File: config.mk
export PLATFORM = sky130hd
export DESIGN_NAME = rom_load_ctrl
export DESIGN_NICKNAME = d
export VERILOG_FILES = /design/src/rtl/rom_load_ctrl.sv
export SDC_FILE = /design/constraint.sdc
export NUM_CORES = 1
export LEC_CHECK = 0
export CORE_MARGIN = 5
export CORE_UTILIZATION = 25
export DETAILED_ROUTE_END_ITERATION = 16
export PLACE_DENSITY = 0.49
export SLEW_MARGIN = 25
export SYNTH_ARGS = -nofsm -noshare
export SYNTH_HDL_FRONTEND = slang
export SYNTH_SLANG_ARGS = --single-unit
File: constraint.sdc
create_clock -name clk_sys -period 3 [get_ports clk_sys]
set_input_delay 0.45 -clock clk_sys [delete_from_list [all_inputs] [get_ports clk_sys]]
set_output_delay 0.45 -clock clk_sys [all_outputs]
set_load 0.01 [all_outputs]
File: src/rtl/rom_load_ctrl.sv
// Cartridge download controller: routes ioctl bytes into ROM, decodes the file
// extension into mapper/SuperChip settings and sequences the console core reset.
module rom_load_ctrl #(
   parameter int POR_CYCLES    = 2000000,
   parameter int SETTLE_CYCLES = 16
) (
   input  logic        clk_sys,
   input  logic        reset_n,
   input  logic        ioctl_download,
   input  logic        ioctl_wr,
   input  logic [24:0] ioctl_addr,
   input  logic [7:0]  ioctl_dout,
   input  logic [31:0] ioctl_file_ext,
   input  logic [1:0]  sc_mode,
   input  logic        user_reset,
   output logic        rom_we,
   output logic [15:0] rom_waddr,
   output logic [7:0]  rom_wdata,
   output logic [16:0] rom_size,
   output logic [3:0]  force_bs,
   output logic        sc,
   output logic        core_reset,
   output logic        loaded
);

   typedef enum logic [1:0] {POR, LOAD, SETTLE, RUN} state_t;

   localparam logic [31:0] POR_LAST    = 32'(POR_CYCLES - 1);
   localparam logic [31:0] SETTLE_LAST = 32'(SETTLE_CYCLES - 1);

   state_t      state;
   logic [31:0] cnt;
   logic        dl_prev;
   logic        dl_rise;
   logic        wr_in_rom;
   logic [23:0] ext;
   logic [3:0]  bs_dec;
   logic        sc_dec;

   assign dl_rise   = ioctl_download & ~dl_prev;
   assign wr_in_rom = (ioctl_addr[24:16] == 9'd0);

   // Three-letter extensions arrive right-aligned; a trailing "S" shifts the dot up a byte.
   always_comb begin
      ext    = (ioctl_file_ext[23:16] == ".") ? ioctl_file_ext[23:0] : ioctl_file_ext[31:8];
      bs_dec = 4'd0;
      case (ext)
         ".F8":   bs_dec = 4'd1;
         ".F6":   bs_dec = 4'd2;
         ".FE":   bs_dec = 4'd3;
         ".E0":   bs_dec = 4'd4;
         ".3F":   bs_dec = 4'd5;
         ".F4":   bs_dec = 4'd6;
         ".P2":   bs_dec = 4'd7;
         ".FA":   bs_dec = 4'd8;
         ".CV":   bs_dec = 4'd9;
         default: bs_dec = 4'd0;
      endcase
      case (sc_mode)
         2'b00:   sc_dec = (ioctl_file_ext[7:0] == "S");
         2'b01:   sc_dec = 1'b0;
         default: sc_dec = 1'b1;
      endcase
   end

   always_ff @(posedge clk_sys) begin
      if (!reset_n) begin
         state      <= POR;
         cnt        <= 32'd0;
         dl_prev    <= 1'b0;
         rom_we     <= 1'b0;
         rom_waddr  <= 16'd0;
         rom_wdata  <= 8'd0;
         rom_size   <= 17'd0;
         force_bs   <= 4'd0;
         sc         <= 1'b0;
         core_reset <= 1'b1;
         loaded     <= 1'b0;
      end else begin
         dl_prev <= ioctl_download;
         rom_we  <= 1'b0;
         if (dl_rise && state != LOAD) begin
            state      <= LOAD;
            cnt        <= 32'd0;
            rom_size   <= 17'd0;
            force_bs   <= bs_dec;
            sc         <= sc_dec;
            core_reset <= 1'b1;
            loaded     <= 1'b0;
         end else begin
            case (state)
               POR: begin
                  core_reset <= 1'b1;
                  loaded     <= 1'b0;
                  if (cnt == POR_LAST) begin
                     state      <= RUN;
                     core_reset <= user_reset;
                     loaded     <= (rom_size != 17'd0);
                  end else begin
                     cnt <= cnt + 32'd1;
                  end
               end
               LOAD: begin
                  core_reset <= 1'b1;
                  if (ioctl_wr) begin
                     if (wr_in_rom) begin
                        rom_we    <= 1'b1;
                        rom_waddr <= ioctl_addr[15:0];
                        rom_wdata <= ioctl_dout;
                     end
                     if (rom_size != 17'h1FFFF)
                        rom_size <= rom_size + 17'd1;
                  end
                  if (!ioctl_download) begin
                     state <= SETTLE;
                     cnt   <= 32'd0;
                  end
               end
               SETTLE: begin
                  core_reset <= 1'b1;
                  if (cnt == SETTLE_LAST) begin
                     state      <= RUN;
                     core_reset <= user_reset;
                     loaded     <= (rom_size != 17'd0);
                  end else begin
                     cnt <= cnt + 32'd1;
                  end
               end
               RUN: begin
                  core_reset <= user_reset;
                  loaded     <= (rom_size != 17'd0);
               end
               default: state <= POR;
            endcase
         end
      end
   end

endmodule
# Word-level counts from Yosys, hierarchy flattened
# Cells that the tools add are included.
# word_totals
register_bits	84
latchBits	0
ram_bits	0
mem_bits_ro	0
inputBits	72
output_inout_bits	49
elab_cells	82
memories	0
# op_classes
add_sub_neg	2
mul	0
div_mod_pow	0
n_lt_le_gt_ge	0
n_eq_ne	27
shifts	0
muxes	19
bitwise_logic	6
n_reduce_logical	16
# ops
cell	count
$eq A24 B22 Y1 const B	9
$mux W32	3
$pmux W32 S3	1
$pmux W4 S9	1
$add A32 B1 Y32 const B	1
$eq A32 B21 Y1 const B	1
$eq A32 B4 Y1 const B	1
$mux W24	1
$add A17 B1 Y17 const B	1
$ne A17 B17 Y1 const B	1
$reduce_bool A17 Y1	1
$reduce_and A4 Y1	4
$ne A2 B2 Y1 const B	5
$logic_not A9 Y1	1
$ne A3 B3 Y1 const B	3
$eq A8 B6 Y1 const B	1
$eq A8 B7 Y1 const B	1
$mux W1	6
$mux W2	3
$pmux W2 S3	1
$reduce_bool A3 Y1	2
$not A1 Y1	5
$eq A2 B1 Y1 const B	2
$eq A2 B2 Y1 const B	2
12 further kinds	13

# Depth between registers and ports, before layout
# Gate-level depths: netlist of run 1.
# depth
depth_word	5
depth_mapped	12

# Least setup slack after synthesis of run 1
# Ideal clock, no wire load.
# synth_timing
kind	reg-to-reg
from	register rom_size[0]
to	register rom_size[13]
setup_time_ns	0.128
t_arrival_ns	2.109
required_ns	2.872
path_slack_ns	0.764
stages_incl_launch_ff	13
path_buffers	1
synth_period_minus_slack_ns	2.236
cell_sequence	dfxtp_1 -> ha_1 -> nand3_1 -> nor2_1 -> and4_1 -> ha_1 -> and3b_1 -> clkbuf_1 -> nand3_1 -> nor2_1 -> nand4_1 -> xor2_1 -> nor2_1
# synth_via
elab_chain_len	2
elab_cells_between_ends	3
cone_classes	add/sub: 1; eq/ne: 1; reduce/logical: 1
# synth_lines
item	line	rtl
start: declaration	19	output logic [16:0] rom_size,
start signal: assignment	112	rom_size <= rom_size + 17'd1;
branches (longest 2 deep; another with $add A17 B1 Y17)	-	
# Parallel ways; which one is timed is not known.
# A chain may end at the register's enable or synchronous reset.

# Worst setup path after layout of run 1
# layout_timing
from	input port ioctl_file_ext[20]
to	register force_bs[0]
# layout_via
elab_chain_len	4
elab_cells_between_ends	12
cone_classes	eq/ne: 10; mux: 2
# layout_lines
item	line	rtl
start: declaration	13	input logic [31:0] ioctl_file_ext,
$eq A8 B6 Y1	45	ext = (ioctl_file_ext[23:16] == ".") ? ioctl_file_ext[23:0] : ioctl_file_ext[31:8];
$mux W24 (*)	45	
$eq A24 B22 Y1	47	case (ext)
$pmux W4 S9 (*)	47	
end signal: assignment	86	force_bs <= bs_dec;
end: declaration	20	output logic [3:0] force_bs,
# Mark *: on every way between the ends. The rest lies on a longest branch, timed or not.

==> flow_summary_export.csv, run 1 <==
group,metric,value,unit
status,outcome,"complete, no violations",
placed_design,io_buffer_count,120,
yosys,yosysTopAreaCellShare,37.1,%
final_layout,mostFrequentLayoutCell,"clkdlybuf4s50_1",
power_and_ir_drop,pwr-share-seq,43.2,%
clocking,cts_hold_buf,0,
floorplanning,die_w,145,µm
clocking,cts.sink_count,84,
clocking,cts_buffers,9,
power_and_ir_drop,p_leak,2.23,nW
floorplanning,coreArea,0.0179,mm²
worst_setup_path,start_kind,"input port",
detailed_routing,totalWireLength,13.0,mm
final_layout,diodes,0,
final_layout,syn_to_final_growth,38.9,%
worst_setup_path,reg2reg_slack,540,ps
timing,rsz0062_at_grt,"no",
worst_hold_path,hp-class,"register to register",
timing,fin_crit,2540,ps
power_and_ir_drop,power_switching,0.000724,W
detailed_routing,ant_nets,0,
final_layout,fin_nets,736,
worst_setup_path,worstPathRequired,3270,ps
floorplanning,num_rows,49,
clocking,clk_pin_slew,60,ps
global_routing,grt_use_total,12.4,%
power_and_ir_drop,vdd_ir_drop_max,213,µV
yosys,yosysUniqueCellTypes,58,
worst_setup_path,critPathMaxFanout,7,
detailed_routing,drc,0,
yosys,synth_area_leaders,"dfxtp_1 (37%), xnor2_1 (6.2%), mux2i_1 (5.5%)",
power_and_ir_drop,pwr-share-comb,17.5,%
clocking,post_cts_resized,0,
worst_setup_path,critPathKind,"input port to register",
yosys,yosysWarningCount,0,
global_routing,gr-total-overflow,0,
detailed_routing,via_count,4326,
floorplanning,die_h,145,µm
clocking,cts_buffer_depth,2,
yosys,synth_area,0.00453,mm²
timing,tightest_slew,582,ps
yosys,netlist_instances,537,
clocking,clock-root-buffer,"clkbuf_16",
timing,tns,0,ps
worst_setup_path,critPathArrivalTime,2810,ps
placed_design,place.gp.congestion,0.905,
timing,finalCritPeriodShare,84.8,%
final_layout,final_cell_mix,"clkdlybuf4s50_1 (120), dfxtp_1 (84), nor2_1 (65), nand2_1 (32), xnor2_1 (32)",
final_layout,layout-drive-gt1-share,5.93,%
global_routing,grt_pass1_vias,4254,
floorplanning,ios,121,
yosys,ys.flop_type,"dfxtp_1",
detailed_routing,vias_per_cell,4.88,
run,drv_cap,0,
timing,fmax,393,MHz
global_routing,grt_antenna_before_repair,0,
detailed_routing,wl_per_cell,14.7,µm
timing,drv_slew,0,
clocking,clk_latency,340,ps
worst_setup_path,worst_setup_path_end_kind,"register",
yosys,ys_async_sr_fraction,0,%
floorplanning,dieArea,0.0209,mm²
clocking,h-tree-depth,3,
clocking,cts_setup_buffers,0,
detailed_routing,dr.first_iter.drc_count,256,
power_and_ir_drop,p_per_area,434,mW/mm²
detailed_routing,first_pass_iters,4,
timing,hold_viol,0,
yosys,syn-num-nets,619,
global_routing,grt_start_max_net_pins,33,
yosys,ys_seq_area_share,37.1,%
yosys,synth_top_cell_by_area,"dfxtp_1",
floorplanning,start_util,25.3,%
yosys,ys_ff_latch,84,
timing,setup_viol,0,
timing,slew_headroom,60.7,%
timing,fin_skew,9.67,ps
power_and_ir_drop,swShare,26.5,%
placed_design,dpl.hpwl,9.93,mm
global_routing,grt_pass1_wl,21.0,mm
timing,hold_slack,507,ps
yosys,syn_area_per_cell,8.44,µm²
clocking,cts_tree,"built",
power_and_ir_drop,clkPwrFrac,39.3,%
power_and_ir_drop,p_int,0.00201,W
yosys,synth_edf_count,0,
==> metal layers <==
metal | GRT usage [%] | part of all wire (%) | vias to the layer above
met3 | 2.89 | 7.1 | 25
met2 | 20.1 | 46 | 150
met1 | 15.5 | 43 | 1980
li1 | - | - | 2171
met5 | 0 | 0 | -
met4 | 6.28 | 3.2 | 0
==> Yosys cell counts (2+ instances only) <==
cell	n
nor4_1	25
o21bai_1	2
nor2b_1	28
o211ai_1	2
nor4b_1	3
o22ai_1	2
nor2_1	65
or3_1	2
clkbuf_1	17
mux2i_1	25
xnor2_1	32
inv_1	12
or4b_1	2
nor3_1	23
or4bb_1	2
nand4_1	20
ha_1	10
nand3_1	28
and3_1	6
nand4b_1	4
nand2b_1	6
xor2_1	10
or4_1	2
a31oi_1	5
a21oi_1	15
buf_2	9
a211oi_1	4
or4b_2	2
o31ai_1	6
and2_1	4
dfxtp_1	84
a41oi_1	2
and4_1	5
a21o_1	2
nor3b_1	2
nand3b_1	5
nand2_1	32
o21ai_0	12
==> metrics by stage <==
step	setup WS [ps]	util, %	cells	power [W]	cell area (µm²)
2_1_floorplan	764	-	537	0.00146	4530
3_3_place_gp	260	33.6	872	0.00168	6010
3_5_place_dp	167	33.6	872	0.00169	6010
4_1_cts	524	35.2	887	0.00278	6300
5_1_grt	326	35.2	887	0.00289	6300
6_report	457	35.2	887	0.00273	6300
==> path summary, 6_finish.rpt <==
path                      start            to  cells after the start
max          ioctl_file_ext[20]   force_bs[0]                      7
min                rom_size[16]  rom_size[16]                      2
max reg2reg         rom_size[0]  rom_size[13]                     11
min reg2reg        rom_size[16]  rom_size[16]                      2
==> flip-flops by register name, indices dropped and copies added, names as in the netlist <==
| register | count |
|---|---|
| rom_wdata | 8 |
| cnt | 32 |
| rom_size | 17 |
| rom_waddr | 16 |
| dl_prev | 1 |
| rom_we | 1 |
| core_reset | 1 |
| sc | 1 |
| state | 2 |
| force_bs | 4 |
| loaded | 1 |
==> layout make-up <==
class | instances | area, µm²
fillers | 1835 | 11600
multi-input cells | 415 | 2710
flip-flops and latches | 84 | 1680
repair buffers | 132 | 1290
well taps | 229 | 287
clock buffers | 10 | 229
clock inverters | 5 | 53.8
inverters | 12 | 45.0
==> worst max-delay path: stages <==
cell and delay [ps]:
clkdlybuf4s50_1 480, or4b_1 710, nor4_1 490, o22ai_1 190, a2111oi_2 250, a21oi_1 80
a31oi_1 160
==> power groups by stage <==
stage / Clock (W) / Sequential (W) / Combinational (W)
floorplan: 0 / 0.00121 / 0.000249
global placement: 0 / 0.00120 / 0.000481
detailed placement: 0 / 0.00120 / 0.000482
CTS: 0.00112 / 0.00118 / 0.000484
global route: 0.00117 / 0.00119 / 0.000534
finish: 0.00107 / 0.00118 / 0.000479
==> cells by family after synthesis <==
group	synth area share (%)
flip-flops	37.1
multiplexers	5.77
buffers and inverters	3.39
AND/OR/NAND/NOR	33.5
XOR/XNOR	8.11
AO/OA/AOI/OAI	9.38
adder cells (fa/ha/maj)	2.76
No activity file was read; power rests on OpenSTA's default activity.
==> run 2, diff against run 1 <==
Clock period 3 ns to 2.4 ns, I/O delays scaled along.
==> flow_summary_export.csv, run 2 (synthesis gave the netlist of run 1 again) <==
group,metric,value,unit
status,outcome,"complete, no violations",
clocking,clock-root-buffer,"clkbuf_16",
run,drv_cap,0,
timing,hold_viol,0,
power_and_ir_drop,p_leak,2.42,nW
timing,fin_crit,2180,ps
global_routing,gr-total-overflow,0,
worst_setup_path,worstPathRequired,2660,ps
clocking,cts_buffers,9,
placed_design,io_buffer_count,120,
final_layout,final_util,37.0,%
timing,finalCritPeriodShare,91.0,%
detailed_routing,ant_nets,0,
floorplanning,die_w,145,µm
worst_setup_path,cp_slowest_cell,"or4b_1",
clocking,cts_hold_buf,0,
floorplanning,die_h,145,µm
final_layout,diodes,0,
final_layout,fin_nets,770,
global_routing,grt_use_total,12.5,%
worst_hold_path,hp-class,"register to register",
power_and_ir_drop,vdd_ir_drop_max,349,µV
final_layout,layout-drive-gt1-share,11.3,%
final_layout,top_regs,"cnt x32, rom_size x17, rom_waddr x16",
timing,slew_headroom,64.7,%
worst_setup_path,worstPathCellList,"clkdlybuf4s50_1, or4b_1, o32ai_2, nand2_2, nor4_4, a21oi_1, a31oi_1",
placed_design,place.gp.congestion,0.838,
floorplanning,dieArea,0.0209,mm²
worst_setup_path,slowest_delay,630,ps
floorplanning,num_rows,49,
timing,fmax,458,MHz
worst_setup_path,critPathMaxFanout,4,
final_layout,finalNonFillerCells,922,
timing,rsz0062_at_grt,"no",
detailed_routing,vias_per_cell,4.84,
placed_design,dp_cells,904,
worst_setup_path,worst_setup_path_end_kind,"register",
global_routing,grt_pass1_vias,4288,
final_layout,regMostFlops,"cnt",
detailed_routing,dr.first_iter.drc_count,192,
detailed_routing,via_count,4458,
global_routing,grt_start_max_net_pins,33,
global_routing,grt_antenna_before_repair,0,
final_layout,final_cell_mix,"clkdlybuf4s50_1 (120), dfxtp_1 (84), nor2_1 (64), buf_4 (45)",
final_layout,syn_to_final_growth,46.2,%
worst_setup_path,critPathArrivalTime,2450,ps
clocking,clk_latency,330,ps
detailed_routing,wl_per_cell,14.5,µm
worst_setup_path,critPathKind,"input port to register",
clocking,cts_tree,"built",
final_layout,largest_register_ff_count,32,
clocking,h-tree-depth,3,
clocking,cts.sink_count,84,
timing,drv_slew,0,
floorplanning,start_util,25.3,%
detailed_routing,first_pass_iters,5,
placed_design,dpl.hpwl,10.3,mm
floorplanning,ios,121,
detailed_routing,drc,0,
final_layout,mostFrequentLayoutCell,"clkdlybuf4s50_1",
power_and_ir_drop,p_per_area,549,mW/mm²
detailed_routing,totalWireLength,13.4,mm
floorplanning,coreArea,0.0179,mm²
clocking,cts_buffer_depth,2,
global_routing,grt_pass1_wl,21.1,mm
clocking,clk_pin_slew,60,ps
timing,fin_skew,7.50,ps
timing,tightest_slew,516,ps
worst_setup_path,start_kind,"input port",
timing,setup_viol,0,
run 2: stage by stage:
step	power, W	hold WS (ps)	worst slack (ps)	cell area, µm²	TNS [ps]
2_1_floorplan	0.00182	482	164	4530	0
3_3_place_gp	0.00217	492	-122	6270	-373
3_5_place_dp	0.00217	497	-137	6270	-412
4_1_cts	0.00369	511	117	6590	0
5_1_grt	0.00383	539	19.2	6630	0
6_report	0.00364	517	216	6630	0
run 2: where the power goes:
part / switching, W / total [W] / internal, W
Sequential: 0.0000357 / 0.00147 / 0.00144
Clock: 0.000559 / 0.00150 / 0.000944
Combinational: 0.000334 / 0.000662 / 0.000328
run 2: cell type report:
cell class                 instances  area (µm²)
clock buffer                      11         243
clock inverter                     5        85.1
fill                            1824       11300
inverter                          12        45.0
multi-input combinational        415        2730
sequential                        84        1680
tap                              229         287
timing repair buffer             166        1560
run 2: path summary, 6_finish.rpt:
kind | start | to | slack [ps] | cells after the start
setup / recovery | ioctl_file_ext[20] | force_bs[0] | 220 | 7
hold / removal | force_bs[1] | force_bs[1] | 520 | 2
setup reg to reg | rom_size[0] | rom_size[13] | 220 | 11
hold reg to reg | force_bs[1] | force_bs[1] | 520 | 2
run 2: routing by layer:
metal	up-vias	part of all wire, %	GRT usage [%]
li1	2233	-	-
met3	20	5.8	3.02
met2	124	47	20.6
met1	2081	45	15.8
met4	0	2.2	4.66
met5	-	0	0
run 2: worst max-delay path: cells and delay by family:
family,cells,cell delay (ps)
AO/OA/AOI/OAI,3,600
buffers and inverters,1,410
AND/OR/NAND/NOR,3,1070
run 2: timing repair:
action                                 in CTS  in global routing
endpoints found under the hold margin       0                  0
setup endpoints to repair                   0                  6
resized for setup                           0                  4
buffers inserted                            0                  2
==> run 3, diff against run 2 <==
Settings changed: CORE_UTILIZATION 25 to 47, PLACE_DENSITY 0.49 to 0.8.
==> flow_summary_export.csv, run 3 (synthesis gave the netlist of run 1 again) <==
group,metric,value,unit
status,outcome,"complete, no violations",
worst_setup_path,start_kind,"register",
power_and_ir_drop,p_leak,2.30,nW
timing,tightest_slew,470,ps
floorplanning,dieArea,0.0117,mm²
clocking,clk_pin_slew,80,ps
worst_setup_path,critical_path_buf_inv_count,0,
floorplanning,coreArea,0.00933,mm²
floorplanning,die_h,108,µm
global_routing,grt_use_total,20.8,%
final_layout,finalNonFillerCells,812,
final_layout,finalInstanceArea,0.00629,mm²
timing,finalCritPeriodShare,94.4,%
timing,setup_viol,0,
detailed_routing,via_count,4465,
global_routing,grt_pass1_vias,4423,
global_routing,grt_pass1_wl,20.0,mm
detailed_routing,totalWireLength,12.4,mm
worst_setup_path,worst_setup_path_end_kind,"register",
clocking,clock-root-buffer,"clkbuf_8",
detailed_routing,ant_nets,0,
timing,drv_slew,0,
detailed_routing,drc,0,
timing,hold_viol,0,
worst_hold_path,min_from,"rom_size[16]",
placed_design,place_area,0.00607,mm²
clocking,cts_tree,"built",
clocking,cts_buffer_depth,2,
clocking,h-tree-depth,3,
floorplanning,ios,121,
final_layout,fin_nets,761,
worst_hold_path,hold_end,"rom_size[16]",
final_layout,top_regs,"cnt x32, rom_size x17, rom_waddr x16",
clocking,clk_latency,350,ps
global_routing,grt_antenna_before_repair,0,
clocking,cts_hold_buf,0,
worst_setup_path,critPathKind,"register to register",
final_layout,regMostFlops,"cnt",
timing,fin_crit,2270,ps
clocking,cts.sink_count,84,
power_and_ir_drop,p_per_area,478,mW/mm²
worst_setup_path,ff2ff_path_depth,11,
worst_setup_path,cp_slowest_cell,"dfxtp_1",
timing,tns,0,ps
worst_hold_path,hp-class,"register to register",
worst_setup_path,worstPathCellList,"ha_1, nand3_1, nor2_1, and4_1, ha_1, and3b_2, nand3_2, nor2_4, nand4_1, xor2_1, nor2_1",
timing,setup_slack,134,ps
clocking,cts_buffers,9,
floorplanning,die_w,108,µm
worst_setup_path,critPathLaunch,"rom_size[1]",
timing,fin_skew,13.9,ps
final_layout,diodes,0,
timing,fmax,441,MHz
final_layout,largest_register_ff_count,32,
placed_design,io_buffer_count,120,
final_layout,syn_to_final_growth,38.7,%
detailed_routing,dr.first_iter.drc_count,221,
placed_design,pre_cts_ws,-190,ps
worst_setup_path,critPathArrivalTime,2500,ps
floorplanning,num_rows,35,
timing,rsz0062_at_grt,"yes",
detailed_routing,vias_per_cell,5.50,
global_routing,grt_start_max_net_pins,33,
worst_setup_path,rr_endpoint,"rom_size[13]",
final_layout,mostFrequentLayoutCell,"clkdlybuf4s50_1",
worst_setup_path,slowest_delay,370,ps
floorplanning,start_util,48.6,%
worst_setup_path,r2r_start,"rom_size[1]",
worst_setup_path,critPathMaxFanout,5,
placed_design,dpl.hpwl,9.58,mm
worst_setup_path,reg2reg_slack,130,ps
run,drv_cap,0,
worst_setup_path,crit_family,"simple AND/OR/NAND/NOR gates",
worst_hold_path,holdPathStages,2,
timing,slew_headroom,68.2,%
detailed_routing,wl_per_cell,15.3,µm
worst_setup_path,worstPathRequired,2630,ps
global_routing,gr-total-overflow,0,
power_and_ir_drop,vdd_ir_drop_max,255,µV
placed_design,place.gp.congestion,0.906,
final_layout,layout-drive-gt1-share,10.2,%
placed_design,dp_cells,796,
final_layout,final_cell_mix,"clkdlybuf4s50_1 (120), dfxtp_1 (84), nor2_1 (64), buf_4 (36)",
detailed_routing,first_pass_iters,5,
==> run 3: cell count changes in the layout (fill, tap and decap cells not counted), sizes merged <==
cell      change
buf           -9
bufinv        -2
clkbuf        -1
clkinv        -1
clkinvlp      +2
inv           +1
==> run 3: through the flow <==
step                power, W  hold slack (ps)  util (%)
floorplan            0.00182              482         -
detailed placement   0.00213              500      65.1
global route         0.00316              554      67.4
finish               0.00301              515      67.4
global placement     0.00212              494      65.1
CTS                  0.00303              511      67.0
==> run 3: repair_timing <==
action / CTS / global route
resized for setup: 0 / 8
setup buffers: 0 / 1
endpoints found under the setup margin: 0 / 32
==> run 3: worst max path at each step <==
stage | slack [ps] | depth (start not counted) | end
2_1_floorplan | 160 | 12 | rom_size[13]
3_3_place_gp | -120 | 7 | force_bs[0]
3_5_place_dp | -190 | 7 | force_bs[3]
4_1_cts | 40 | 11 | rom_size[11]
5_1_grt | -20 | 10 | rom_size[11]
6_report | 130 | 11 | rom_size[13]
==> run 3: layer usage <==
| layer | global-route usage [%] | wire length [µm] | part of all wire, % | vias to the layer above |
|---|---|---|---|---|
| li1 | - | - | - | 2214 |
| met1 | 25.1 | 5230 | 42 | 2086 |
| met2 | 36.1 | 6210 | 50 | 142 |
| met3 | 4.54 | 698 | 5.6 | 23 |
| met4 | 8.21 | 255 | 2.1 | 0 |
| met5 | 0 | 0 | 0 | - |
==> run 3: power breakdown <==
part	leakage (nW)	internal, W	total (W)	switching (W)
Clock	0.0808	0.000400	0.000893	0.000493
Combinational	1.54	0.000311	0.000639	0.000328
Sequential	0.678	0.00143	0.00147	0.0000397
Total	2.30	0.00215	0.00301	0.000861
==> run 3: cell type report <==
cell class	count	area, µm²
multi-input combinational	415	2730
inverter	12	45.0
timing repair buffer	157	1490
fill	768	3040
sequential	84	1680
tap	129	161
clock inverter	5	36.3
clock buffer	10	138
==> run 3: tightest hold or removal path, stage by stage (launching register included) <==
cell     delay (ps)
dfxtp_1         350
nand2_1          70
a21oi_1          60
